===== config.mk =====
export PLATFORM = sky130hd
export DESIGN_NAME = ff_array_port_ctrl
export DESIGN_NICKNAME = d
export VERILOG_FILES = /design/src/rtl/ff_array_port_ctrl.sv
export SDC_FILE = /design/constraint.sdc
export NUM_CORES = 1
export LEC_CHECK = 0
export CAP_MARGIN = 0
export CORE_AREA = 4 4 41 43
export DETAILED_ROUTE_END_ITERATION = 8
export DIE_AREA = 0 0 45 47
export GPL_ROUTABILITY_DRIVEN = 0
export PLACE_DENSITY = 0.61
export RECOVER_POWER = 25
export SLEW_MARGIN = 20
export SYNTH_ARGS = -nofsm -noshare
export SYNTH_HDL_FRONTEND = slang
export SYNTH_SLANG_ARGS = --single-unit

===== constraint.sdc =====
create_clock -name clk0 -period 1.7 [get_ports clk0]
set_input_delay 0.34 -clock clk0 [delete_from_list [all_inputs] [get_ports clk0]]
set_output_delay 0.34 -clock clk0 [all_outputs]
set_load 0.02 [all_outputs]

===== src/rtl/ff_array_port_ctrl.sv =====
// ff_array_port_ctrl: valid/ready front end for a csb/web single-port array; a read accepted in cycle N responds in N+1.
// Under response backpressure csb0 stays high so dout0 holds; ARRAY_PORT_CTRL_INIT_EN adds a post-reset INIT_VAL sweep.
module ff_array_port_ctrl #(
  parameter int unsigned      S_INDEX  = 4,
  parameter int unsigned      WIDTH    = 1,
  parameter logic [WIDTH-1:0] INIT_VAL = '0
) (
  input  logic               clk0,
  input  logic               rst0,
  input  logic               req_valid,
  output logic               req_ready,
  input  logic               req_we,
  input  logic [S_INDEX-1:0] req_addr,
  input  logic [WIDTH-1:0]   req_wdata,
  output logic               rsp_valid,
  input  logic               rsp_ready,
  output logic [WIDTH-1:0]   rsp_rdata,
  output logic               init_done,
  output logic               csb0,
  output logic               web0,
  output logic [S_INDEX-1:0] addr0,
  output logic [WIDTH-1:0]   din0,
  input  logic [WIDTH-1:0]   dout0
);

  typedef enum logic [1:0] {
    ST_INIT   = 2'd0,
    ST_IDLE   = 2'd1,
    ST_RD_RSP = 2'd2
  } state_e;

  state_e state_q, state_d;
  logic   req_acc;
  logic   req_rd_acc;

`ifdef ARRAY_PORT_CTRL_INIT_EN
  localparam state_e RESET_STATE = ST_INIT;
  localparam logic [S_INDEX:0] LAST_SET = {1'b0, {S_INDEX{1'b1}}};

  // One extra bit so the counter never aliases back onto set 0 at the end of the sweep.
  logic [S_INDEX:0] init_cnt_q, init_cnt_d;
`else
  localparam state_e RESET_STATE = ST_IDLE;

  logic [WIDTH-1:0] unused_init_val;
  assign unused_init_val = INIT_VAL;
`endif

  always_comb begin
    req_ready = 1'b0;
    rsp_valid = 1'b0;
    if (!rst0) begin
      case (state_q)
        ST_IDLE:   req_ready = 1'b1;
        ST_RD_RSP: begin
          rsp_valid = 1'b1;
          req_ready = rsp_ready;
        end
        default:   req_ready = 1'b0;
      endcase
    end
  end

  assign req_acc    = req_valid & req_ready;
  assign req_rd_acc = req_acc & ~req_we;

  always_comb begin
    state_d = state_q;
    case (state_q)
`ifdef ARRAY_PORT_CTRL_INIT_EN
      ST_INIT:   if (init_cnt_q == LAST_SET) state_d = ST_IDLE;
`endif
      ST_IDLE:   if (req_rd_acc) state_d = ST_RD_RSP;
      ST_RD_RSP: if (rsp_ready) state_d = req_rd_acc ? ST_RD_RSP : ST_IDLE;
      default:   state_d = RESET_STATE;
    endcase
  end

`ifdef ARRAY_PORT_CTRL_INIT_EN
  always_comb begin
    init_cnt_d = init_cnt_q;
    if (state_q == ST_INIT) init_cnt_d = init_cnt_q + 1'b1;
  end
`endif

  // Issue in the accept cycle; a stalled response keeps csb0 high so the array output holds.
  always_comb begin
    csb0  = ~req_acc;
    web0  = ~req_we;
    addr0 = req_addr;
    din0  = req_wdata;
`ifdef ARRAY_PORT_CTRL_INIT_EN
    if (state_q == ST_INIT) begin
      csb0  = 1'b0;
      web0  = 1'b0;
      addr0 = init_cnt_q[S_INDEX-1:0];
      din0  = INIT_VAL;
    end
`endif
    if (rst0) begin
      csb0 = 1'b1;
      web0 = 1'b1;
    end
  end

  assign rsp_rdata = dout0;
  assign init_done = (state_q != ST_INIT) && !rst0;

  always_ff @(posedge clk0) begin
    if (rst0) begin
      state_q    <= RESET_STATE;
`ifdef ARRAY_PORT_CTRL_INIT_EN
      init_cnt_q <= '0;
`endif
    end else begin
      state_q    <= state_d;
`ifdef ARRAY_PORT_CTRL_INIT_EN
      init_cnt_q <= init_cnt_d;
`endif
    end
  end

endmodule

# Yosys cells after proc, flatten, opt, wreduce, memory -nomap -nowiden
# Cells that the tools add are included.
dict set report totals {
  register_bits 2
  inputBits 11
}
dict set report classes {
  n_reduce_logical 4
  n_bitwise 4
  eq_ne 4
  mux 10
}
# cell n
set ops {}
lappend ops {{$mux W2} 3}
lappend ops {{$mux W1} 5}
lappend ops {{$ne A2 B2 Y1 const B} 2}
lappend ops {{$pmux W2 S2} 1}
lappend ops {{$and A1 B1 Y1} 2}
lappend ops {{$eq A2 B1 Y1 const B} 1}
lappend ops {{$eq A2 B2 Y1 const B} 1}
lappend ops {{$not A1 Y1} 2}
lappend ops {{$pmux W1 S2} 1}
lappend ops {{$reduce_and A2 Y1} 1}
lappend ops {{$reduce_bool A2 Y1} 1}
lappend ops {{$logic_and A1 B1 Y1} 1}
lappend ops {{$logic_not A1 Y1} 1}

# Logic depth before layout (Yosys ltp)
dict set report logic_depth {
  word_depth 8
  mapped_depth 5
}

# Worst setup path before layout
# No wires, ideal clock.
dict set report synth_timing {
  kind {reg2out}
  from {reg state_q[0]}
  to {out csb0}
  slack_ns 0.055
  path_stages_with_launch 5
  t_arrival_ns 1.305
  path_cell_list {dfxtp_1 inv_1 ha_1 nor3b_2 nand2_1}
}
dict set report synth_between {
  elab_chain_cells 6
}
# element line_no
set synth_rtl {}
lappend synth_rtl {{start: declaration} 32} ;# state_e state_q, state_d;
lappend synth_rtl {{start signal: assignment} 116} ;# state_q <= state_d;
lappend synth_rtl {{$eq A2 B2 Y1 or $eq A2 B1 Y1 (tied branches)} 53} ;# case (state_q)
lappend synth_rtl {{$pmux W1 S2 *} 53}
lappend synth_rtl {{$mux W1 *} 52} ;# if (!rst0) begin
lappend synth_rtl {{net req_ready} 11} ;# output logic req_ready,
lappend synth_rtl {{$and A1 B1 Y1 *} 64} ;# assign req_acc = req_valid & req_ready;
lappend synth_rtl {{$not A1 Y1 *} 88} ;# csb0 = ~req_acc;
lappend synth_rtl {{$mux W1 *} 100} ;# if (rst0) begin
lappend synth_rtl {{end: declaration} 19} ;# output logic csb0,
# The timed path passes the listed nets; every way through them passes the cells marked *.

# Final worst setup path
dict set report layout_timing {
  from {reg state_q[0]}
  to {out csb0}
}
dict set report layout_between {
  elab_chain_cells 6
}
# element line_no
set layout_rtl {}
lappend layout_rtl {{$eq A2 B2 Y1 or $eq A2 B1 Y1 (tied branches)} 53}
lappend layout_rtl {{$pmux W1 S2 *} 53}
lappend layout_rtl {{$mux W1 *} 52}
lappend layout_rtl {{$and A1 B1 Y1 *} 64}
lappend layout_rtl {{$not A1 Y1 *} 88}
lappend layout_rtl {{$mux W1 *} 100}
# Mark *: on every way between the ends. The rest lies on a longest branch, timed or not.

==> summary.md <==
| Metric | Value |
|---|---|
| Final Power | `235.5 uW` |
| Biggest register | `state_q` |
| Number of DRC markers in iteration 0 | `4` |
| Post-synthesis sequential area ratio | `roughly 17%` |
| Kind of critical path | `flop to primary output` |
| Via density | `3.870` |
| Clk slew on worst S/H paths | `roughly 0.030 ns` |
| Post-CTS setup repair buffer count | `0` |
| PwrDens | `660.4 nW/um2` |
| Die Wd | `~45 um` |
| CTS tree | `yes` |
| Inst Count DP | `51` |
| Post-layout util | `27.40%` |
| Core area | `between 1000 and 1500 um2` |
| Static leakage | `0.0001758 uW` |
| Synthesized area per cell | `a little under 9 um2` |
| Max-Cap Viols | `0` |
| Final Hold Fails | `0` |
| HPWL Detailed | `around 390 um` |
| DRC viols | `0` |
| Setup WS post-layout | `between 0.04 and 0.05 ns` |
| Root Buffer | `clkbuf_4` |
| Worst slack at placement | `-0.3677 ns` |
| Initial core utilization | `18.56%` |
| FF+latch count, synth | `2` |
| Non-Filler Instances | `54` |
| Via count | `209` |
| Slew margin rel. | `86.53%` |
| Initial antenna violation count | `0` |
| Synth area leaders | `buf_4 19%, dfxtp_1 17%, ha_1 16%` |
| Internal | `168.3 uW` |
| DR WL/cell | `9.537 um` |
| Net Sw Frac | `28.52%` |
| I/O pin total | `22` |
| PortBufs | `9` |
| Status | `finished clean` |
| Hold_buf cts | `0` |
| TritonRoute pass-1 iters | `3` |
| Pin count of the biggest net entering global routing | `6` |
| Mapped Nets | `41` |
| Clock power share | `45.7%` |
| CP arrival | `between 1 and 1.5 ns` |
| Final Net Count | `55` |
| Synth Warn # | `0` |
| Detail Route Antenna Nets | `0` |
| Worst setup EP type | `primary output` |
| Rows | `13` |
| All-Layer GR Usage | `6.388%` |
| Post-synth top area cell | `buf_4` |
| Cell variety after synth | `15` |
| Type of origin of the critical path | `flop` |
| Total grt overflow | `0` |
| WP data required | `1.36 ns` |
| Full die area | `between 2000 and 2500 um2` |
| Final setup viols | `0` |
| Max FFs per register | `2` |
| Worst slew pin tran | `0.2028 ns` |
| Reg power frac | `between 20% and 30%` |
| Tmin final | `1.658 ns` |
| PostCTS Resize Cnt | `14` |
| Total clock sinks | `2` |
| TritonCTS buffer count | `3` |
| Worst Skew | `0.007552 ns` |
| Worst-Skew Late Latency | `roughly 0.23 ns` |
| First-pass GRT wire length | `834 um` |
| Final wirelength | `between 500 and 600 um` |
| Gate count of the mapped netlist | `27` |
| Net switching power | `67.17 uW` |
| Number of global-route vias before repair | `216` |
| Area share of the largest cell type after synthesis | `18.65%` |
| DIE HEIGHT | `roughly 47 um` |
| Largest regs | `state_q x2` |
| Combinational share of power | `32.3%` |
| Layout area overhead | `47.67%` |
| Fin crit share | `97.55%` |
| Worst Path Max Fanout | `3` |
| VDD IR max | `198.9 uV` |
| Clk buf depth | `2` |
| Pins Over Slew Limit | `0` |
| Antenna diodes | `0` |
| Layout cells sized above 1 | `43.59%` |
| Fmax | `0.6030 GHz` |
| CTS H-tree depth | `1` |
| RSZ-0062 raised after global routing | `yes` |
| Post-Synthesis Cell Area | `241.5 um2` |
| Min-delay worst type | `flop to flop` |
==> per-layer routing <==
layer / up-vias / wire (um) / GRT usage [%]
met5: - / 0 / 0
met4: 0 / 23 / 9.357
met3: 4 / 38 / 4.598
met2: 7 / 202 / 7.062
met1: 89 / 250 / 6.335
li1: 109 / - / -
==> final cells by class <==
cell class / count / area, um2
Timing Repair Buffer: 15 / 115.1
Sequential cell: 2 / 40.04
Multi-Input combinational cell: 16 / 148.9
Clock buffer: 3 / 22.52
Tap cell: 15 / 18.77
Inverter: 3 / 11.26
Fill cell: 150 / 944.7
==> Yosys cell counts (all sizes together) <==
cell / number
dfxtp: 2
nand4bb: 1
ha: 3
a21boi: 1
o211ai: 1
o211a: 1
a21oi: 1
nor3b: 1
o21ai: 2
inv: 3
buf: 6
nor2: 1
nand2: 2
nor2b: 2
==> stage by stage <==
stage / hold slack [ns] / cell area, um2 / setup TNS, ns
after global routing: 0.5760 / 356.6 / -0.1204
final: 0.5402 / 356.6 / 0
after floorplan: 0.4758 / 241.5 / 0
after CTS: 0.5386 / 362.8 / 0
after global placement: 0.5354 / 350.3 / -1.428
after detailed placement: 0.5321 / 350.3 / -1.442
==> cell families (layout without fill, tap and decap cells) <==
group / count (synthesis) / count (layout) / synth area share, %
DFF: 2 / 2 / 16.58
buffers and inverters: 9 / 21 / 23.31
AOI/OAI and AO/OA: 6 / 6 / 18.13
and+or+nand+nor: 7 / 7 / 26.42
adders and majority gates: 3 / 3 / 15.55
==> path summary, 6_finish.rpt <==
kind                            startpoint         end  slack [ns]  cells after the start
worst min-delay path            state_q[0]  state_q[0]        0.54                      2
worst max-delay path            state_q[0]        csb0        0.04                      5
worst max register to register  state_q[0]  state_q[0]        0.34                      6
worst min register to register  state_q[0]  state_q[0]        0.54                      2
==> power by group through the flow <==
stage                     sequential (uW)  clock, uW  combinational [uW]
after floorplan                      52.1          0                58.6
after global placement               52.4          0                82.7
after detailed placement             52.5          0                82.7
after CTS                            51.9        114                75.9
after global routing                 52.2        127                83.6
final                                51.8        108                76.2
==> placed cells by master, fill, tap and decap left out, drive strengths merged <==
master	count
o211ai	1
ha	3
o211a	1
clkdlybuf4s15	1
a21oi	1
o21ai	2
buf	9
nor3b	1
clkbuf	4
inv	3
nand2	2
dfxtp	2
clkdlybuf4s50	4
nor2	1
nor2b	2
nand4bb	1
a21boi	1
==> critical path: stages, from the launching register on <==
cell     delay [ns]
dfxtp_1        0.33
inv_1          0.07
ha_1           0.29
nor3b_2        0.18
nand2_1        0.07
buf_2          0.16
No activity file was read; power rests on OpenSTA's default activity.
